[src/rtl/in_conditioner.sv]
// in_conditioner
//   Conditions WIDTH raw asynchronous inputs (switches/buttons) for the
//   downstream registered 5-input logic block. Each channel passes through a
//   2-flop synchronizer and a debounce counter. A new level must be seen on
//   the synchronized sample for DB_CYCLES consecutive edges before CLEAN
//   accepts it. Accepted transitions also produce one-cycle edge pulses and
//   advance a saturating event counter.
//
// Ports
//   CLK     in   1      system clock, rising edge
//   RST_N   in   1      asynchronous active-low reset
//   RAW_IN  in   WIDTH  raw asynchronous inputs
//   CLR     in   1      synchronous clear of EVT_CNT
//   CLEAN   out  WIDTH  debounced level; bit0..bit4 feed IN1..IN5 downstream
//   RISE    out  WIDTH  one-cycle pulse on an accepted 0->1 of CLEAN
//   FALL    out  WIDTH  one-cycle pulse on an accepted 1->0 of CLEAN
//   CHG     out  1      OR of RISE|FALL, same cycle
//   EVT_CNT out  EVT_W  saturating count of accepted transitions
module in_conditioner #(
  parameter int WIDTH     = 5,
  parameter int DB_CYCLES = 4,
  parameter int CNT_W     = 3,
  parameter int EVT_W     = 8
) (
  input  logic             CLK,
  input  logic             RST_N,
  input  logic [WIDTH-1:0] RAW_IN,
  input  logic             CLR,
  output logic [WIDTH-1:0] CLEAN,
  output logic [WIDTH-1:0] RISE,
  output logic [WIDTH-1:0] FALL,
  output logic             CHG,
  output logic [EVT_W-1:0] EVT_CNT
);

  localparam int PC_W  = $clog2(WIDTH + 1);
  localparam int SUM_W = EVT_W + PC_W + 1;
  localparam logic [CNT_W-1:0] CNT_LAST = CNT_W'(DB_CYCLES - 1);

  logic [WIDTH-1:0] s1_p0;
  logic [WIDTH-1:0] s2_p1;
  logic [CNT_W-1:0] cnt_p2 [WIDTH];

  logic [CNT_W-1:0] cnt_nxt [WIDTH];
  logic [WIDTH-1:0] clean_nxt;
  logic [WIDTH-1:0] rise_nxt;
  logic [WIDTH-1:0] fall_nxt;
  logic [PC_W-1:0]  evt_n;
  logic [EVT_W-1:0] evt_nxt;

  function automatic logic [PC_W-1:0] popcount(input logic [WIDTH-1:0] v);
    logic [PC_W-1:0] c;
    c = '0;
    for (int i = 0; i < WIDTH; i++) begin
      c = c + PC_W'(v[i]);
    end
    return c;
  endfunction

  // Add without wrapping: any carry above EVT_W bits pins the result at max.
  function automatic logic [EVT_W-1:0] sat_add(input logic [EVT_W-1:0] a,
                                               input logic [PC_W-1:0]  b);
    logic [SUM_W-1:0] s;
    s = SUM_W'(a) + SUM_W'(b);
    if (|s[SUM_W-1:EVT_W]) begin
      return '1;
    end
    return s[EVT_W-1:0];
  endfunction

  // Debounce decision per channel, from the synchronized sample s2_p1.
  always_comb begin
    clean_nxt = CLEAN;
    rise_nxt  = '0;
    fall_nxt  = '0;
    for (int i = 0; i < WIDTH; i++) begin
      cnt_nxt[i] = '0;
      if (s2_p1[i] == CLEAN[i]) begin
        // Sample agrees with the accepted level: any partial attempt is a glitch.
        cnt_nxt[i] = '0;
      end else if (cnt_p2[i] == CNT_LAST) begin
        clean_nxt[i] = s2_p1[i];
        rise_nxt[i]  = s2_p1[i];
        fall_nxt[i]  = ~s2_p1[i];
      end else begin
        cnt_nxt[i] = cnt_p2[i] + CNT_W'(1);
      end
    end
    evt_n = popcount(rise_nxt | fall_nxt);
    // Clearing loads this edge's events so they are not lost.
    evt_nxt = CLR ? sat_add('0, evt_n) : sat_add(EVT_CNT, evt_n);
  end

  always_ff @(posedge CLK or negedge RST_N) begin
    if (!RST_N) begin
      s1_p0   <= '0;
      s2_p1   <= '0;
      for (int i = 0; i < WIDTH; i++) begin
        cnt_p2[i] <= '0;
      end
      CLEAN   <= '0;
      RISE    <= '0;
      FALL    <= '0;
      CHG     <= 1'b0;
      EVT_CNT <= '0;
    end else begin
      // stage p0/p1: two-flop synchronizer
      s1_p0 <= RAW_IN;
      s2_p1 <= s1_p0;
      // stage p2: debounce counters and registered outputs
      for (int i = 0; i < WIDTH; i++) begin
        cnt_p2[i] <= cnt_nxt[i];
      end
      CLEAN   <= clean_nxt;
      RISE    <= rise_nxt;
      FALL    <= fall_nxt;
      CHG     <= |(rise_nxt | fall_nxt);
      EVT_CNT <= evt_nxt;
    end
  end

endmodule

[config.mk]
export PLATFORM = sky130hd
export DESIGN_NAME = in_conditioner
export DESIGN_NICKNAME = d
export VERILOG_FILES = /design/src/rtl/in_conditioner.sv
export SDC_FILE = /design/constraint.sdc
export NUM_CORES = 1
export LEC_CHECK = 0
export CAP_MARGIN = 40
export CORE_ASPECT_RATIO = 1.25
export CORE_MARGIN = 5
export CORE_UTILIZATION = 25
export DETAILED_ROUTE_END_ITERATION = 6
export PLACE_DENSITY_LB_ADDON = 0.15
export RECOVER_POWER = 50
export SLEW_MARGIN = 20
export SYNTH_ARGS = -nofsm -noshare
export SYNTH_HDL_FRONTEND = slang
export SYNTH_SLANG_ARGS = --single-unit
[constraint.sdc]
create_clock -name CLK -period 4.54 [get_ports CLK]
set_input_delay 1.135 -clock CLK [delete_from_list [all_inputs] [get_ports CLK]]
set_output_delay 1.135 -clock CLK [all_outputs]
set_load 0.02 [all_outputs]
==> results.cfg, run 1 <==
[sta]
drv_slew = 50
rsz0062_at_grt = false
max_freq_mhz = 273
relSlewSlack = -0.738
min_period_ns = 3.66
tightest_slew_ns = 2.61
fin_crit_sh = 0.807
finalSetupViolCount = 0
hold_viol_final = 0
layout_setup_ws_ns = 0.878
totalNegativeSetupSlack_ns = 0
clock_skew_ns = 0.00441
hold_slack_ns = 0.350

[global_route]
grt_pass1_vias = 1347
grt_first_pass_wirelength_um = 6350
grt_use_total = 0.0767
grt_max_degree = 50
grt_overflow = 0
antenna_found_initial = 0

[logic_synthesis]
synthesis.nets = 181
dominantRegCellSynth = dfrtp_1
ys_warn_count = 0
avgSynthCellArea_um2 = 12.7
synth_cell_types = 33
syn-cell-area_mm2 = 0.00204
synth_async_sr_flop_share = 1.00
synth-seq-area-share = 0.601
synth-edff-count = 0
synthesis.instances = 160
synth_seq_cells = 49

[critical_path]
crit_chain = ha_1 > nand2b_1 > or2_2 > inv_1 > fa_1 > inv_1 > fa_1 > inv_1 > ha_1 > inv_1 > fa_1 > nand2b_1 > a2111oi_0 > a211oi_1
r2r_start = cnt_p2[12]$_DFF_PN0_
crit_end = EVT_CNT[6]$_DFF_PN0_
critical_path_class = reg -> reg
regToRegEndpoint = EVT_CNT[6]$_DFF_PN0_
critPathMaxFanout = 8
rr_worst_depth = 14
worst_path_max_delay_cell = fa_1
critPathArrivalTime_ns = 3.82
end_kind = flop
startpoint = cnt_p2[12]$_DFF_PN0_
path_common_cell = inv_1
rrSetupSlack_ns = 0.88
start_kind = flop
crit_required_ns = 4.70
worst_path_largest_cell_delay_ns = 0.52

[power_and_ir_drop]
p_per_area_mw_per_mm2 = 456
power.leakage_nw = 1.16
p_sw_mw = 0.359
total_power_mw = 1.16
p_clk_frac = 0.219
pwr-share-seq = 0.490
internal_power_mw = 0.801
swShare = 0.309
p_comb_frac = 0.291
ir_drop_v = 0.000154

[layout]
nFillCells = 790
nNetsFinal = 218
layout-drive-gt1-share = 0.0660
seqCellArea_mm2 = 0.00123
post-route-util = 0.323
antenna_cells = 0
area_delta_synth_final_pct = 24.8
multi_input_area_um2 = 761
fin_area_mm2 = 0.00255
fin_cells = 292

[clocking]
cts_tree = built
cts_root_buf = clkbuf_8
cts_buffer_depth = 2
cts-buffers-inserted = 5
cts_setup_buffers = 0
postCtsHoldBufs = 0
path_clk_slew_ns = 0.08
cts_resized = 0
clock_latency_ns = 0.29
clock_sinks = 49
cts_max_level = 2

[die]
dieArea_mm2 = 0.0101
dieWidth_um = 90.8
dieHeight_um = 111
num_rows = 36
start_util = 0.259
core_mm2 = 0.00788
ios = 32

[placement]
dp.cells = 285
dp_slack_ns = 0.927
dpl_cell_area_mm2 = 0.00246
io_buffer_count = 31
gp_congestion = 0.717
dp_hpwl_um = 2540

[routing]
drt-wirelength-per-cell_um = 12.5
dr.first_iter.drc_count = 82
firstDrtPassIters = 4
routed-via-count = 1256
ant_nets = 0
drc_errors = 0
via_per_inst = 4.30
finalWirelength_um = 3640

[outcome]
violations = max-capacitance violations, max-slew violations
status = complete, but fails checks

[run]
maxCapViolations = 1

[hold_path]
hold_path_class = reg -> reg
## worst min-delay path by stage
| stage | end | cells past startpoint | startpoint | slack [ns] |
|---|---|---|---|---|
| finish | s2_p1[0]$_DFF_PN0_ | 0 | s1_p0[0]$_DFF_PN0_ | 0.35 |
| global route | s2_p1[4]$_DFF_PN0_ | 0 | s1_p0[4]$_DFF_PN0_ | 0.36 |
| CTS | s2_p1[0]$_DFF_PN0_ | 0 | s1_p0[0]$_DFF_PN0_ | 0.35 |
| detailed placement | s2_p1[0]$_DFF_PN0_ | 0 | s1_p0[0]$_DFF_PN0_ | 0.33 |
| global placement | s2_p1[1]$_DFF_PN0_ | 0 | s1_p0[1]$_DFF_PN0_ | 0.33 |
| floorplan | s2_p1[0]$_DFF_PN0_ | 0 | s1_p0[0]$_DFF_PN0_ | 0.33 |
## area by class of cell
type	instances	area share
sequential	49	0.482
multi-input combinational	97	0.299
timing repair buffer	32	0.121
tap	95	0.0467
clock buffer	7	0.0339
inverter	12	0.0177
## cells by family (layout without fill, tap and decap cells)
group,after synthesis,in the layout,synth area share
mux,3,3,0.0166
compound gates,20,20,0.0718
buf+inv,14,51,0.0258
flops,49,49,0.601
xor+xnor,6,6,0.0258
fa+ha+maj,13,13,0.0908
simple gates,55,55,0.168
## power by group through the flow
stage	Clock (mW)	Sequential, mW	Combinational, mW
final	0.254	0.569	0.337
after detailed placement	0	0.579	0.344
after global routing	0.289	0.583	0.382
after global placement	0	0.580	0.345
after floorplan	0	0.615	0.171
after CTS	0.272	0.571	0.348
## cell usage in the layout (no fill, tap or decap), types with 2 or more instances in the layout
cell type / instances
a2111oi_0: 2
a211oi_1: 4
a21o_1: 4
a21oi_1: 2
a22oi_1: 2
a31oi_1: 2
and3_1: 4
and3b_1: 3
clkbuf_1: 2
clkbuf_8: 6
clkdlybuf4s50_1: 25
dfrtp_1: 49
dlygate4sd3_1: 5
fa_1: 3
ha_1: 10
inv_1: 12
mux2_2: 3
nand2_1: 3
nand2b_1: 8
nand3_1: 2
nor2_1: 7
nor2b_1: 7
nor3_1: 2
nor3b_1: 12
or4_1: 2
xnor2_1: 3
xor2_1: 3
## per-layer routing
layer | vias to the layer above | routed length [um] | GRT usage
li1 | 625 | - | -
met4 | 0 | 40 | 0.0294
met3 | 4 | 179 | 0.0224
met2 | 24 | 1730 | 0.126
met5 | - | 0 | 0
met1 | 603 | 1690 | 0.0945
## registers in the layout (all words and copies together), names as in the netlist
register	count
CHG	1
CLEAN	5
EVT_CNT	8
FALL	5
RISE	5
cnt_p2	15
s1_p0	5
s2_p1	5
## worst max-delay path: cells and delay by family (launching register included)
kind	cells	cell delay (ns)
flops	1	0.39
buf+inv	4	0.23
compound gates	2	0.57
simple gates	3	0.60
fa+ha+maj	5	1.73
## synth_stat cells, types with 3 or more instances
master / number / area [um^2]
nor3b_1: 12 / 90.1
ha_1: 10 / 125
fa_1: 3 / 60.1
a21o_1: 4 / 30.0
xnor2_1: 3 / 26.3
inv_1: 12 / 45.0
and3_1: 4 / 25.0
nor2_1: 7 / 26.3
a211oi_1: 4 / 30.0
mux2_2: 3 / 33.8
nand2b_1: 8 / 50.1
nand2_1: 3 / 11.3
nor2b_1: 7 / 43.8
xor2_1: 3 / 26.3
dfrtp_1: 49 / 1230
and3b_1: 3 / 26.3
(Power assumes the default switching activity.)
==> run 2, diff against run 1 <==
- clock period: 4.54 -> 3.05 ns (I/O delays scaled with it)
==> results.cfg, run 2 (synthesis gave the netlist of run 1 again) <==
[outcome]
status = complete, but fails checks
violations = negative setup slack

[hold_path]
min_from = s1_p0[2]$_DFF_PN0_
min_to = s2_p1[2]$_DFF_PN0_
hold_path_class = reg -> reg
min_path_cells = 0

[sta]
tightest_slew_ns = 1.39
layout_setup_ws_ns = -0.209
max_freq_mhz = 307
hold_viol_final = 0
fin_crit_sh = 1.07
drv_slew = 0
min_period_ns = 3.26
relSlewSlack = 0.0717
totalNegativeSetupSlack_ns = -1.20
rsz0062_at_grt = true
clock_skew_ns = 0.00533
finalSetupViolCount = 8

[global_route]
grt_max_degree = 26
grt_overflow = 0
grt_util_met2 = 0.145
grt_use_met3 = 0.0272
antenna_found_initial = 0
grt_use_total = 0.0877
busiest_layer = met2
grt.met1_usage = 0.108
grt_first_pass_wirelength_um = 7300
grt_pass1_vias = 1503

[routing]
finalWirelength_um = 4150
routed-via-count = 1384
drc_errors = 0
firstDrtPassIters = 4
dr.first_iter.drc_count = 31
drt-wirelength-per-cell_um = 13.0
ant_nets = 0
via_per_inst = 4.34

[power_and_ir_drop]
power.leakage_nw = 1.31
pwr-share-seq = 0.411
ir_drop_v = 0.000306
p_per_area_mw_per_mm2 = 707
internal_power_mw = 1.44
swShare = 0.300
p_clk_frac = 0.232
p_sw_mw = 0.619
p_comb_frac = 0.358
total_power_mw = 2.06

[clocking]
cts_tree = built
clock_latency_ns = 0.29
cts_buffer_depth = 2
cts_root_buf = clkbuf_8
cts-buffers-inserted = 5
postCtsHoldBufs = 0
cts_max_level = 2
clock_sinks = 49
path_clk_slew_ns = 0.09

[critical_path]
critPathMaxFanout = 8
rrSetupSlack_ns = -0.21
cp_num_buf_inv = 3
end_kind = flop
worst_path_max_delay_cell = fa_1
worst_path_largest_cell_delay_ns = 0.50
rr_worst_depth = 13
critical_path_class = reg -> reg
start_kind = flop
crit_chain = ha_2 > nor2b_4 > nor2b_4 > fa_1 > inv_1 > fa_1 > inv_1 > ha_2 > inv_2 > fa_2 > nand2b_4 > a211o_4 > a22oi_2
cp_top_family = adder cells
r2r_start = cnt_p2[9]$_DFF_PN0_
crit_required_ns = 3.27
critPathArrivalTime_ns = 3.48
regToRegEndpoint = EVT_CNT[1]$_DFF_PN0_

[run]
maxCapViolations = 0

[layout]
antenna_cells = 0
largest-register = cnt_p2
largest_reg_flops = 15
reg_top3 = cnt_p2 x15, EVT_CNT x8
nNetsFinal = 244
area_delta_synth_final_pct = 43.1
final_common_cell = dfrtp_1
mostFrequentLayoutCells = dfrtp_1, clkdlybuf4s50_1, buf_4
layout-drive-gt1-share = 0.281
fin_area_mm2 = 0.00292

[die]
num_rows = 36
dieArea_mm2 = 0.0101
core_mm2 = 0.00788
ios = 32
dieWidth_um = 90.8
start_util = 0.259
dieHeight_um = 111

[placement]
dp_hpwl_um = 2960
io_buffer_count = 31
gp_congestion = 0.744
dpl_cell_area_mm2 = 0.00265
run 2: cell types whose count changed in the layout (fill, tap and decap cells not counted), moves of 3 or more:
| cell | change |
|---|---|
| inv_1 | -3 |
| inv_2 | +3 |
| ha_2 | +3 |
| ha_1 | -5 |
| buf_4 | +25 |
run 2: how the worst max path moves through the flow:
stage                               from                   end  slack [ns]  cells after the start
floorplan           CLEAN[0]$_DFFE_PN0P_  EVT_CNT[0]$_DFF_PN0_       -0.17                     14
global placement     cnt_p2[9]$_DFF_PN0_  EVT_CNT[0]$_DFF_PN0_       -0.20                     13
detailed placement   cnt_p2[9]$_DFF_PN0_  EVT_CNT[1]$_DFF_PN0_       -0.21                     13
CTS                  cnt_p2[9]$_DFF_PN0_  EVT_CNT[0]$_DFF_PN0_       -0.19                     13
global route         cnt_p2[9]$_DFF_PN0_  EVT_CNT[0]$_DFF_PN0_       -0.33                     13
finish               cnt_p2[9]$_DFF_PN0_  EVT_CNT[1]$_DFF_PN0_       -0.21                     13
run 2: per-stage QoR:
step | hold WS [ns] | worst slack, ns | utilization | cells
after floorplan | 0.331 | -0.172 | - | 160
after CTS | 0.357 | -0.190 | 0.360 | 313
after global placement | 0.333 | -0.203 | 0.336 | 299
after detailed placement | 0.335 | -0.210 | 0.336 | 299
final | 0.353 | -0.209 | 0.370 | 319
after global routing | 0.364 | -0.328 | 0.370 | 319
run 2: power groups by stage:
| stage | logic (mW) | clock network (mW) | registers, mW |
|---|---|---|---|
| after floorplan | 0.288 | 0 | 0.925 |
| after global placement | 0.638 | 0 | 0.856 |
| after detailed placement | 0.643 | 0 | 0.857 |
| after CTS | 0.691 | 0.505 | 0.844 |
| after global routing | 0.824 | 0.532 | 0.861 |
| final | 0.737 | 0.478 | 0.847 |
run 2: layout make-up:
cell class / instances / area (um^2)
clock buffer: 7 / 86.3
clock inverter: 1 / 30.0
fill: 775 / 4960
inverter: 12 / 45.0
multi-input combinational: 97 / 907
sequential: 49 / 1230
tap: 95 / 119
timing repair buffer: 58 / 503
run 2: metal layers:
layer,vias to the layer above,share of wire,routed length (um)
met5,-,0,0
met4,0,0.013,52
met3,4,0.057,236
met2,32,0.49,2040
met1,675,0.44,1820
li1,673,-,-
run 2: timing repair:
item | in CTS | in global routing
pin swaps | 0 | 5
setup buffers | 6 | 6
gates cloned | 0 | 0
setup endpoints to repair | 8 | 8
gates resized for setup | 6 | 8
==> run 3, diff against run 2 <==
- CORE_ASPECT_RATIO: 1.25 -> 1.75
- CORE_UTILIZATION: 25 -> 47
- REMOVE_ABC_BUFFERS: default -> 1
==> results.cfg, run 3 (synthesis gave the netlist of run 1 again) <==
[outcome]
status = complete, but fails checks
violations = negative setup slack

[critical_path]
critical_path_class = reg -> reg
end_kind = flop
crit_required_ns = 3.27
critPathMaxFanout = 7
start_kind = flop
critPathArrivalTime_ns = 3.53
rrSetupSlack_ns = -0.27

[global_route]
grt_max_degree = 26
grt_use_total = 0.176
antenna_found_initial = 0
grt_overflow = 0
grt_first_pass_wirelength_um = 7740
grt_pass1_vias = 1675

[routing]
finalWirelength_um = 4810
firstDrtPassIters = 4
ant_nets = 0
drc_errors = 0
routed-via-count = 1522
via_per_inst = 5.25
drt-wirelength-per-cell_um = 16.6
dr.first_iter.drc_count = 26

[power_and_ir_drop]
ir_drop_v = 0.000493
p_per_area_mw_per_mm2 = 711
power.leakage_nw = 1.40

[layout]
seqCellArea_mm2 = 0.00123
mostFrequentLayoutCells = dfrtp_1, buf_4, clkdlybuf4s50_1
largest-register = cnt_p2
area_delta_synth_final_pct = 48.9
largest_reg_flops = 15
reg_top3 = cnt_p2 x15, EVT_CNT x8
antenna_cells = 0
nNetsFinal = 261
nFillCells = 289
fin_cells = 290
layout-drive-gt1-share = 0.344
multi_input_area_um2 = 931
final_common_cell = dfrtp_1

[sta]
finalSetupViolCount = 8
clock_skew_ns = 0.00588
relSlewSlack = 0.106
fin_crit_sh = 1.09
drv_slew = 0
layout_setup_ws_ns = -0.267
min_period_ns = 3.32
max_freq_mhz = 302
tightest_slew_ns = 1.34
rsz0062_at_grt = true
hold_viol_final = 0

[clocking]
postCtsHoldBufs = 0
cts_buffer_depth = 2
cts-buffers-inserted = 5
cts_max_level = 2
cts_tree = built
cts_root_buf = clkbuf_8
path_clk_slew_ns = 0.09
clock_sinks = 49
clock_latency_ns = 0.30

[die]
start_util = 0.487
dieWidth_um = 59.8
core_mm2 = 0.00419
dieArea_mm2 = 0.00581
ios = 32
dieHeight_um = 97.1
num_rows = 31

[placement]
dp_slack_ns = -0.519
dp.cells = 258
gp_congestion = 0.770
io_buffer_count = 31
dp_hpwl_um = 2950

[hold_path]
hold_path_class = reg -> reg

[run]
maxCapViolations = 0
## run 3: cell types whose count changed in the layout (fill, tap and decap cells not counted), sizes merged
cell / before / now
clkinvlp: 0 / 1
buf: 25 / 42
clkbuf: 10 / 9
## run 3: report_power, final
part	internal [mW]	total [mW]	switching [mW]
clock network	0.267	0.478	0.212
logic	0.464	0.829	0.365
registers	0.764	0.853	0.0885
## run 3: critical path: stages, from the launching register on
cell and delay, ns:
dfrtp_1 0.42, ha_4 0.18, nand2b_4 0.07, or2_4 0.13, inv_2 0.04, fa_1 0.54, inv_2 0.05, fa_2 0.47
inv_2 0.08, ha_4 0.14, inv_2 0.04, fa_2 0.33, nand2b_4 0.19, a211o_4 0.37, a31oi_1 0.18
## run 3: repair_timing
| item | in CTS | in global routing |
|---|---|---|
| pin swaps | 14 | 7 |
| gates resized for setup | 32 | 13 |
| endpoints found under the setup margin | 8 | 13 |
| buffers inserted | 21 | 7 |
## run 3: routing by layer
layer / GRT usage / share of wire / vias up
met5: 0 / 0 / -
met4: 0.0785 / 0.019 / 0
met3: 0.0505 / 0.048 / 8
met2: 0.305 / 0.58 / 45
met1: 0.189 / 0.35 / 761
li1: - / - / 708
## run 3: final cells by class
cell class / count / share of cell area
inverters: 12 / 0.0148
clock inverters: 2 / 0.0124
well taps: 49 / 0.0202
multi-input cells: 97 / 0.307
clock buffers: 6 / 0.0272
repair buffers: 75 / 0.215
flip-flops and latches: 49 / 0.404
## run 3: final timing paths
kind / depth (start not counted) / from / to
max: 14 / cnt_p2[12]$_DFF_PN0_ / EVT_CNT[5]$_DFF_PN0_
min: 0 / s1_p0[1]$_DFF_PN0_ / s2_p1[1]$_DFF_PN0_
max reg2reg: 14 / cnt_p2[12]$_DFF_PN0_ / EVT_CNT[5]$_DFF_PN0_
min reg2reg: 0 / s1_p0[1]$_DFF_PN0_ / s2_p1[1]$_DFF_PN0_
max in group asynchronous: 2 / RST_N / CLEAN[1]$_DFFE_PN0P_
min in group asynchronous: 1 / RST_N / RISE[2]$_DFF_PN0_
## run 3: per-stage QoR
step,utilization,area [um^2],power [mW],hold WS (ns),setup TNS (ns)
finish,0.725,3040,2.16,0.353,-1.65
global route,0.725,3040,2.28,0.361,-2.38
CTS,0.706,2960,2.10,0.354,-1.90
detailed placement,0.608,2550,1.49,0.335,-3.71
global placement,0.608,2550,1.45,0.334,-2.67
floorplan,-,2030,1.17,0.331,-2.80
